===== src/rtl/hdc_ctrl_pkg.sv =====
// ============================================================================
// Module  : hdc_ctrl_pkg
// Brief   : Shared types and sizes for the folded HDC fusion controller.
// Rev     : 1.0  initial release
// ============================================================================
`default_nettype none

package hdc_ctrl_pkg;

    localparam int TOTAL_NUM_CHANNEL = 4;
    localparam int CHANNEL_WIDTH     = 8;
    localparam int FEATURE_WIDTH     = TOTAL_NUM_CHANNEL * CHANNEL_WIDTH;
    localparam int WINDOW_DEPTH      = 3;

    typedef enum logic [2:0] {
        IDLE       = 3'd0,
        FOLD_ISSUE = 3'd1,
        FOLD_WAIT  = 3'd2,
        AM_ISSUE   = 3'd3,
        AM_WAIT    = 3'd4,
        OUT        = 3'd5
    } hdc_sched_state_t;

endpackage

`default_nettype wire


===== src/rtl/hdc_fold_scheduler_if.sv =====
// ============================================================================
// Module  : hdc_fold_scheduler_if
// Brief   : Feature-in, fold/AM control and label-out bundle of the scheduler.
//           perf_latency exists only when HDC_PERF_CNT_EN is defined.
// Rev     : 1.0  initial release
// ============================================================================
`default_nettype none

interface hdc_fold_scheduler_if #(
    parameter int NUM_FOLDS      = 20,
    parameter int FOLD_IDX_WIDTH = (NUM_FOLDS > 1) ? $clog2(NUM_FOLDS) : 1
);
    import hdc_ctrl_pkg::*;

    logic [FEATURE_WIDTH-1:0]              features;
    logic                                  fin_valid;
    logic                                  fin_ready;
    logic [WINDOW_DEPTH*FEATURE_WIDTH-1:0] features_window;
    logic                                  fold_start;
    logic [FOLD_IDX_WIDTH-1:0]             fold_idx;
    logic                                  fold_last;
    logic                                  fold_done;
    logic                                  am_start;
    logic                                  am_done;
    logic                                  am_valence;
    logic                                  am_arousal;
    logic                                  valence;
    logic                                  arousal;
    logic                                  dout_valid;
    logic                                  dout_ready;
`ifdef HDC_PERF_CNT_EN
    logic [15:0]                           perf_latency;
`endif

    // master = scheduler, slave = feature source plus datapath plus sink
    modport master (
`ifdef HDC_PERF_CNT_EN
        output perf_latency,
`endif
        input  features, fin_valid, fold_done, am_done, am_valence, am_arousal, dout_ready,
        output fin_ready, features_window, fold_start, fold_idx, fold_last, am_start,
        output valence, arousal, dout_valid
    );

    modport slave (
`ifdef HDC_PERF_CNT_EN
        input  perf_latency,
`endif
        output features, fin_valid, fold_done, am_done, am_valence, am_arousal, dout_ready,
        input  fin_ready, features_window, fold_start, fold_idx, fold_last, am_start,
        input  valence, arousal, dout_valid
    );

endinterface

`default_nettype wire


===== src/rtl/hdc_feature_window.sv =====
// ============================================================================
// Module  : hdc_feature_window
// Brief   : 3-deep feature history {cur, prev1, prev2}, cur in the MSBs.
// Rev     : 1.0  initial release
// ============================================================================
`default_nettype none

module hdc_feature_window
    import hdc_ctrl_pkg::*;
(
    input  wire logic                                  clk,
    input  wire logic                                  rst,
    input  wire logic                                  load,
    input  wire logic [FEATURE_WIDTH-1:0]              din,
    output logic      [WINDOW_DEPTH*FEATURE_WIDTH-1:0] window
);

    logic [WINDOW_DEPTH*FEATURE_WIDTH-1:0] r_window;

    always_ff @(posedge clk) begin
        if (rst) begin
            r_window <= '0;
        end else if (load) begin
            r_window <= {din, r_window[WINDOW_DEPTH*FEATURE_WIDTH-1:FEATURE_WIDTH]};
        end
    end

    assign window = r_window;

endmodule

`default_nettype wire


===== src/rtl/hdc_fold_scheduler.sv =====
// ============================================================================
// Module  : hdc_fold_scheduler
// Brief   : Window assembly, fold sequencing and AM trigger for the folded HDC
//           datapath. Optional HDC_PERF_CNT_EN adds an accept-to-output counter.
// Rev     : 1.0  initial release
// ============================================================================
`default_nettype none

module hdc_fold_scheduler
    import hdc_ctrl_pkg::*;
#(
    parameter int NUM_FOLDS      = 20,
    parameter int FOLD_IDX_WIDTH = (NUM_FOLDS > 1) ? $clog2(NUM_FOLDS) : 1
) (
    input wire logic              clk,
    input wire logic              rst,
    hdc_fold_scheduler_if.master  bus
);

    localparam logic [FOLD_IDX_WIDTH-1:0] C_LAST_FOLD = FOLD_IDX_WIDTH'(NUM_FOLDS - 1);

    hdc_sched_state_t          r_state;
    hdc_sched_state_t          w_state_next;
    logic [FOLD_IDX_WIDTH-1:0] r_fold_idx;
    logic                      r_valence;
    logic                      r_arousal;
    logic                      w_fin_ready;
    logic                      w_fold_start;
    logic                      w_am_start;
    logic                      w_dout_valid;
    logic                      w_accept;
    logic                      w_handshake;
    logic                      w_fold_last;

    assign w_accept    = w_fin_ready && bus.fin_valid;
    assign w_handshake = w_dout_valid && bus.dout_ready;
    assign w_fold_last = (r_fold_idx == C_LAST_FOLD);

    always_ff @(posedge clk) begin
        if (rst) begin
            r_state <= IDLE;
        end else begin
            r_state <= w_state_next;
        end
    end

    always_comb begin
        w_state_next = r_state;
        case (r_state)
            IDLE:       if (bus.fin_valid) w_state_next = FOLD_ISSUE;
            FOLD_ISSUE: w_state_next = FOLD_WAIT;
            FOLD_WAIT:  if (bus.fold_done) w_state_next = w_fold_last ? AM_ISSUE : FOLD_ISSUE;
            AM_ISSUE:   w_state_next = AM_WAIT;
            AM_WAIT:    if (bus.am_done) w_state_next = OUT;
            OUT:        if (bus.dout_ready) w_state_next = IDLE;
            default:    w_state_next = IDLE;
        endcase
    end

    // Moore outputs: ready/valid never depend combinationally on the other side
    always_comb begin
        w_fin_ready  = 1'b0;
        w_fold_start = 1'b0;
        w_am_start   = 1'b0;
        w_dout_valid = 1'b0;
        case (r_state)
            IDLE:       w_fin_ready  = 1'b1;
            FOLD_ISSUE: w_fold_start = 1'b1;
            AM_ISSUE:   w_am_start   = 1'b1;
            OUT:        w_dout_valid = 1'b1;
            default:    ;
        endcase
    end

    always_ff @(posedge clk) begin
        if (rst) begin
            r_fold_idx <= '0;
            r_valence  <= 1'b0;
            r_arousal  <= 1'b0;
        end else begin
            if (w_accept) begin
                r_fold_idx <= '0;
            end else if (r_state == FOLD_WAIT && bus.fold_done && !w_fold_last) begin
                r_fold_idx <= r_fold_idx + FOLD_IDX_WIDTH'(1);
            end
            if (r_state == AM_WAIT && bus.am_done) begin
                r_valence <= bus.am_valence;
                r_arousal <= bus.am_arousal;
            end
        end
    end

    hdc_feature_window u_window (
        .clk    (clk),
        .rst    (rst),
        .load   (w_accept),
        .din    (bus.features),
        .window (bus.features_window)
    );

`ifdef HDC_PERF_CNT_EN
    logic [15:0] r_perf_cnt;
    logic [15:0] r_perf_latency;
    logic [15:0] w_perf_next;

    // Latch the incremented value so the handshake cycle itself is counted
    assign w_perf_next = (r_perf_cnt == 16'hFFFF) ? r_perf_cnt : r_perf_cnt + 16'd1;

    always_ff @(posedge clk) begin
        if (rst) begin
            r_perf_cnt     <= '0;
            r_perf_latency <= '0;
        end else begin
            if (w_accept) begin
                r_perf_cnt <= '0;
            end else if (r_state != IDLE) begin
                r_perf_cnt <= w_perf_next;
            end
            if (w_handshake) begin
                r_perf_latency <= w_perf_next;
            end
        end
    end

    assign bus.perf_latency = r_perf_latency;
`endif

    assign bus.fin_ready  = w_fin_ready;
    assign bus.fold_start = w_fold_start;
    assign bus.am_start   = w_am_start;
    assign bus.dout_valid = w_dout_valid;
    assign bus.fold_idx   = r_fold_idx;
    assign bus.fold_last  = w_fold_last;
    assign bus.valence    = r_valence;
    assign bus.arousal    = r_arousal;

endmodule

`default_nettype wire

===== src/flat_wrapper.sv =====
// flat-port wrapper written by rule: the top's interface ports become plain ports
module hdc_fold_scheduler_flat import hdc_ctrl_pkg::*;
#(
    parameter int NUM_FOLDS      = 20,
    parameter int FOLD_IDX_WIDTH = (NUM_FOLDS > 1) ? $clog2(NUM_FOLDS) : 1
)
  (clk, rst, bus_features, bus_fin_valid, bus_fold_done, bus_am_done, bus_am_valence, bus_am_arousal, bus_dout_ready, bus_fin_ready, bus_features_window, bus_fold_start, bus_fold_idx, bus_fold_last, bus_am_start, bus_valence, bus_arousal, bus_dout_valid);
  hdc_fold_scheduler_if #(.NUM_FOLDS(NUM_FOLDS), .FOLD_IDX_WIDTH(FOLD_IDX_WIDTH)) bus_i ();
  input wire logic clk;
  input wire logic rst;
  input wire logic [$bits(bus_i.features)-1:0] bus_features;
  input wire logic [$bits(bus_i.fin_valid)-1:0] bus_fin_valid;
  input wire logic [$bits(bus_i.fold_done)-1:0] bus_fold_done;
  input wire logic [$bits(bus_i.am_done)-1:0] bus_am_done;
  input wire logic [$bits(bus_i.am_valence)-1:0] bus_am_valence;
  input wire logic [$bits(bus_i.am_arousal)-1:0] bus_am_arousal;
  input wire logic [$bits(bus_i.dout_ready)-1:0] bus_dout_ready;
  output wire logic [$bits(bus_i.fin_ready)-1:0] bus_fin_ready;
  output wire logic [$bits(bus_i.features_window)-1:0] bus_features_window;
  output wire logic [$bits(bus_i.fold_start)-1:0] bus_fold_start;
  output wire logic [$bits(bus_i.fold_idx)-1:0] bus_fold_idx;
  output wire logic [$bits(bus_i.fold_last)-1:0] bus_fold_last;
  output wire logic [$bits(bus_i.am_start)-1:0] bus_am_start;
  output wire logic [$bits(bus_i.valence)-1:0] bus_valence;
  output wire logic [$bits(bus_i.arousal)-1:0] bus_arousal;
  output wire logic [$bits(bus_i.dout_valid)-1:0] bus_dout_valid;
  assign bus_i.features = bus_features;
  assign bus_i.fin_valid = bus_fin_valid;
  assign bus_i.fold_done = bus_fold_done;
  assign bus_i.am_done = bus_am_done;
  assign bus_i.am_valence = bus_am_valence;
  assign bus_i.am_arousal = bus_am_arousal;
  assign bus_i.dout_ready = bus_dout_ready;
  assign bus_fin_ready = bus_i.fin_ready;
  assign bus_features_window = bus_i.features_window;
  assign bus_fold_start = bus_i.fold_start;
  assign bus_fold_idx = bus_i.fold_idx;
  assign bus_fold_last = bus_i.fold_last;
  assign bus_am_start = bus_i.am_start;
  assign bus_valence = bus_i.valence;
  assign bus_arousal = bus_i.arousal;
  assign bus_dout_valid = bus_i.dout_valid;
  hdc_fold_scheduler #(.NUM_FOLDS(NUM_FOLDS), .FOLD_IDX_WIDTH(FOLD_IDX_WIDTH)) u_core (.clk(clk), .rst(rst), .bus(bus_i));
endmodule

===== config.mk =====
export PLATFORM = sky130hd
export DESIGN_NAME = hdc_fold_scheduler_flat
export DESIGN_NICKNAME = d
export VERILOG_FILES = /design/src/rtl/hdc_ctrl_pkg.sv /design/src/rtl/hdc_fold_scheduler_if.sv /design/src/rtl/hdc_feature_window.sv /design/src/rtl/hdc_fold_scheduler.sv /design/src/flat_wrapper.sv
export SDC_FILE = /design/constraint.sdc
export NUM_CORES = 1
export LEC_CHECK = 0
export CAP_MARGIN = 25
export CORE_UTILIZATION = 40
export CTS_CLUSTER_SIZE = 12
export DETAILED_ROUTE_END_ITERATION = 6
export PLACE_DENSITY = 0.75
export SYNTH_ARGS = -nofsm -noshare
export SYNTH_HDL_FRONTEND = slang
export SYNTH_HIERARCHICAL = 1
export SYNTH_SLANG_ARGS = --single-unit

===== constraint.sdc =====
create_clock -name clk -period 1.9 [get_ports clk]
set_clock_uncertainty 0.1 [all_clocks]
set_input_delay 0.38 -clock clk [delete_from_list [all_inputs] [get_ports clk]]
set_output_delay 0.38 -clock clk [all_outputs]
set_load 0.02 [all_outputs]

==> results of run 1 <==
## flip-flops by register name, summed over array words and instances, names as in the netlist
register / count
u_core/bus.fold_idx: 5
u_core/r_state: 3
u_core/bus.valence: 1
u_core/bus.arousal: 1
u_core/u_window/window: 96
## cell usage after synthesis
master / n
nor2_1: 104
nand3_1: 2
a21oi_1: 3
nor3_1: 1
or2_2: 1
mux2i_1: 98
o21ai_0: 2
nor4_1: 1
nand2_1: 5
nand4_1: 2
buf_4: 7
ha_1: 1
a211oi_2: 1
a31oi_1: 1
nor3b_1: 1
buf_2: 2
dfxtp_1: 106
and3_1: 1
buf_1: 2
a211o_1: 1
buf_6: 1
nand2b_1: 2
inv_1: 3
nand4bb_4: 1
buf_8: 1
clkbuf_1: 7
nor3_2: 1
xor2_1: 4
buf_12: 4
and4bb_4: 1
## cells in the final DEF (no fill, tap or decap), drive strengths merged, types with 5 or more instances in the layout
| cell type | n |
|---|---|
| dfxtp | 106 |
| nor2 | 104 |
| nand2 | 5 |
| dlymetal6s2s | 13 |
| inv | 5 |
| clkdlybuf4s50 | 123 |
| mux2i | 98 |
| dlygate4sd2 | 5 |
| clkbuf | 14 |
| buf | 19 |
## area by class of cell
class | instances | area, sq um
clock buffers | 10 | 137.6
clock inverters | 6 | 73.82
fillers | 820 | 3600
inverters | 3 | 11.26
multi-input cells | 234 | 1624
flip-flops and latches | 106 | 2122
well taps | 129 | 161.4
repair buffers | 165 | 1685
## metal layers
metal	up-vias	part of all wire
met5	-	0
met4	0	0.011
met3	8	0.057
met2	78	0.51
met1	1433	0.42
li1	1526	-
## where the power goes
group	switching [mW]	internal, mW	total [mW]
logic	0.404	0.444	0.849
registers	0.0713	2.32	2.39
clock network	0.774	0.662	1.44
## timing repair
item | 4_1_cts | 5_1_grt
resized for setup | 14 | 21
setup endpoints to repair | 10 | 18
pin swaps | 0 | 0
## path summary, 6_finish.rpt
path | start | to | slack, ps | cells past startpoint
max reg2reg | u_core/r_state[2]$_SDFFE_PP0P_ | u_core/u_window/window[82]$_SDFFE_PP0P_ | 180 | 6
min | rst | u_core/u_window/window[7]$_SDFFE_PP0P_ | 300 | 2
min reg2reg | u_core/u_window/window[15]$_SDFFE_PP0P_ | u_core/u_window/window[15]$_SDFFE_PP0P_ | 400 | 2
max | u_core/u_window/window[85]$_SDFFE_PP0P_ | bus_features_window[85] | 30 | 1
## cell families (layout without fill, tap and decap cells)
logic type,count (synthesis),count (layout),synth area share
compound gates,8,8,0.01332
xor+xnor,4,4,0.008877
fa+ha+maj,1,1,0.003170
buf+inv,27,184,0.05422
flops,106,106,0.5377
mux,98,98,0.2486
simple gates,123,123,0.1341
## per-stage QoR
step | instances | cell area, sq um
2_1_floorplan | 367 | 3946
3_3_place_gp | 637 | 5590
3_5_place_dp | 637 | 5590
4_1_cts | 653 | 5799
5_1_grt | 653 | 5816
6_report | 653 | 5816
==> results.md, run 1 <==
- The flow ran to the end, and the final reports show no timing, DRC or antenna violations.
- TritonCTS built the clock tree.
- The layer flagged by global routing as most heavily used is met2.
- The floorplan step defined a die boundary enclosing 10270 sq um.
- The post-synthesis to final-layout area growth is 47.37%.
- The met1 routing resource usage after global routing is 0.1994.
- The deepest level of the CTS H-tree is 3.
- Entering global routing, the biggest net connects 53 pins.
- The actual slew at the worst max-slew pin is 319.7 ps.
- After synthesis, the cell types taking the most area are dfxtp_1, mux2i_1, nor2_1.
- The number of port buffers is 147.
- Yosys mapped the design onto 30 distinct sky130hd cell types.
- The number of antenna repair diodes is 0.
- The clock latency reported for the late side of the worst-skew pair is around 360 ps.
- Dividing the final minimum period by the clock period gives 0.9842.
- The cts-stage hold buffer count is 0.
- Counting every net in the synthesized netlist gives just over 400.
- Headroom to the max-slew limit came out at 0.7868.
- The mean routed wirelength per cell is 13.59 um.
- After floorplanning, the core was sized to cover 9415 sq um.
- The peak per-stage delay on the critical path is 650 ps.
- The floorplan has 35 rows.
- Grouping stages by cell kind, the critical path spends the most delay in buffers and inverters.
- The worst-path cell with the longest stage delay is clkdlybuf4s50_1.
- The number of antenna violations at the first check in global routing came to 0.
- Once the clock tree was built, the setup fixing pass inserted 0 buffers.
- The total of flip-flops plus latches after synthesis is 106.
- The register area share after synthesis is 0.5377.
- The startpoint kind of the worst setup timing path is a flip-flop.
- The number of max-slew violations in the final report is 0.
- Walking the worst path, the cells encountered are clkdlybuf4s50_1.
- For met3 alone, demand over resource in global routing was 0.05452.
- The count of nets left with antenna violations once routing finished came out at 0.
- Data on the critical path is required at its endpoint by 1420 ps.
- The clock root buffer master is clkbuf_8.
- The detailed router finished its first iteration with 62 violations.
- The pre-CTS setup slack is -141.6 ps.
- In the final layout, the share of cells above drive strength 1 is 0.08969.
- The biggest area contributor in the post-synthesis netlist is dfxtp_1.
- Summed over all cells, the static leakage comes to 2.544 nW.
- The final HPWL from detailed placement is 6499 um.
- After detailed routing, the number of vias per cell comes to 4.663.
- In this run the vertical extent of the chip is 101.3 um.
- The fraction of synthesized cell area taken by the top area cell type is 0.5377.
- The number of clock sinks is 106.
- Counting both buffers and inverters, the worst setup path holds a total of 1.
- The global routing usage summed across all routing layers is 0.1733.
- The clock-pin slew on the worst setup and hold paths is 110 ps.
- The number of endpoints failing setup at the final stage is 0.
- The final worst hold slack is 295.8 ps.
- The worst path meets setup with 29.96 ps of slack.
- In this run the deepest clock path goes through 2 buffers.
- The cell count after synthesis came out at 367.
- After synthesis the cells add up to about 3900 sq um.
- Averaged over all synthesized cells, the footprint is 10.75 sq um.
- After detailed routing, the number of remaining DRC violations is 0.
- The via count is roughly 3000.
- Setup repair after global routing left no endpoint under its margin.
- The worst vdd rail ir drop is 475.1 uV.
- At the end of the flow, the number of nets in the layout was 560.
- The sum of negative setup slack is 0 ps.
- Static timing analysis puts the maximum clock frequency at 534.7 MHz.
- The congestion estimate from routability-driven global placement came to about 0.75.
- The number of top-level pins is between 100 and 150.
- The total power consumption of the routed design is approximately 4.7 mW.
- STA classifies the critical path endpoint as a primary output.
- The via count of the first global-routing pass came to 2928.
- For this run, global-route usage on met2 was measured as 0.3066.
- The critical path is of the reg -> out type.
- The number of hold violations in the final report is 0.
- The routed design has roughly 8900 um of wire.
- The number of buffers created by CTS is 9.
- The first global-routing pass estimated 14020 um of wire.
- In this run the worst hold path is classified as in -> reg.
- The post-route core utilization is 0.6177.
- For this run the aggregate overflow at the end of global routing stands at 0.
- The data arrival time of the critical path is 1390 ps.
- The number of warnings printed during yosys synthesis is 6.
- The reported max-cap violation count is 0.
- The initial utilization of the core area, before any placement, comes to 0.4191.
- The number of optimization iterations in the first detailed-route pass is 4.
- The shortest period the worst path allows is between 1500 and 2000 ps.
- For this design the ratio of total power to cell area is 803.2 nW/um^2.
- The die span in x is ~100 um.
- The biggest fanout along the worst timing path is 3.
Power figures use the tool's default switching activity.
==> run 2, diff against run 1 <==
--- a/config.mk
+++ b/config.mk
@@ -10,6 +10,7 @@
 export CTS_CLUSTER_SIZE = 12
 export DETAILED_ROUTE_END_ITERATION = 6
 export PLACE_DENSITY = 0.75
+export SLEW_MARGIN = 20
 export SYNTH_ARGS = -nofsm -noshare
 export SYNTH_HDL_FRONTEND = slang
 export SYNTH_HIERARCHICAL = 1
==> results of run 2 <==
Same layout as run 1: the final DEF is identical, and so are final timing and power.
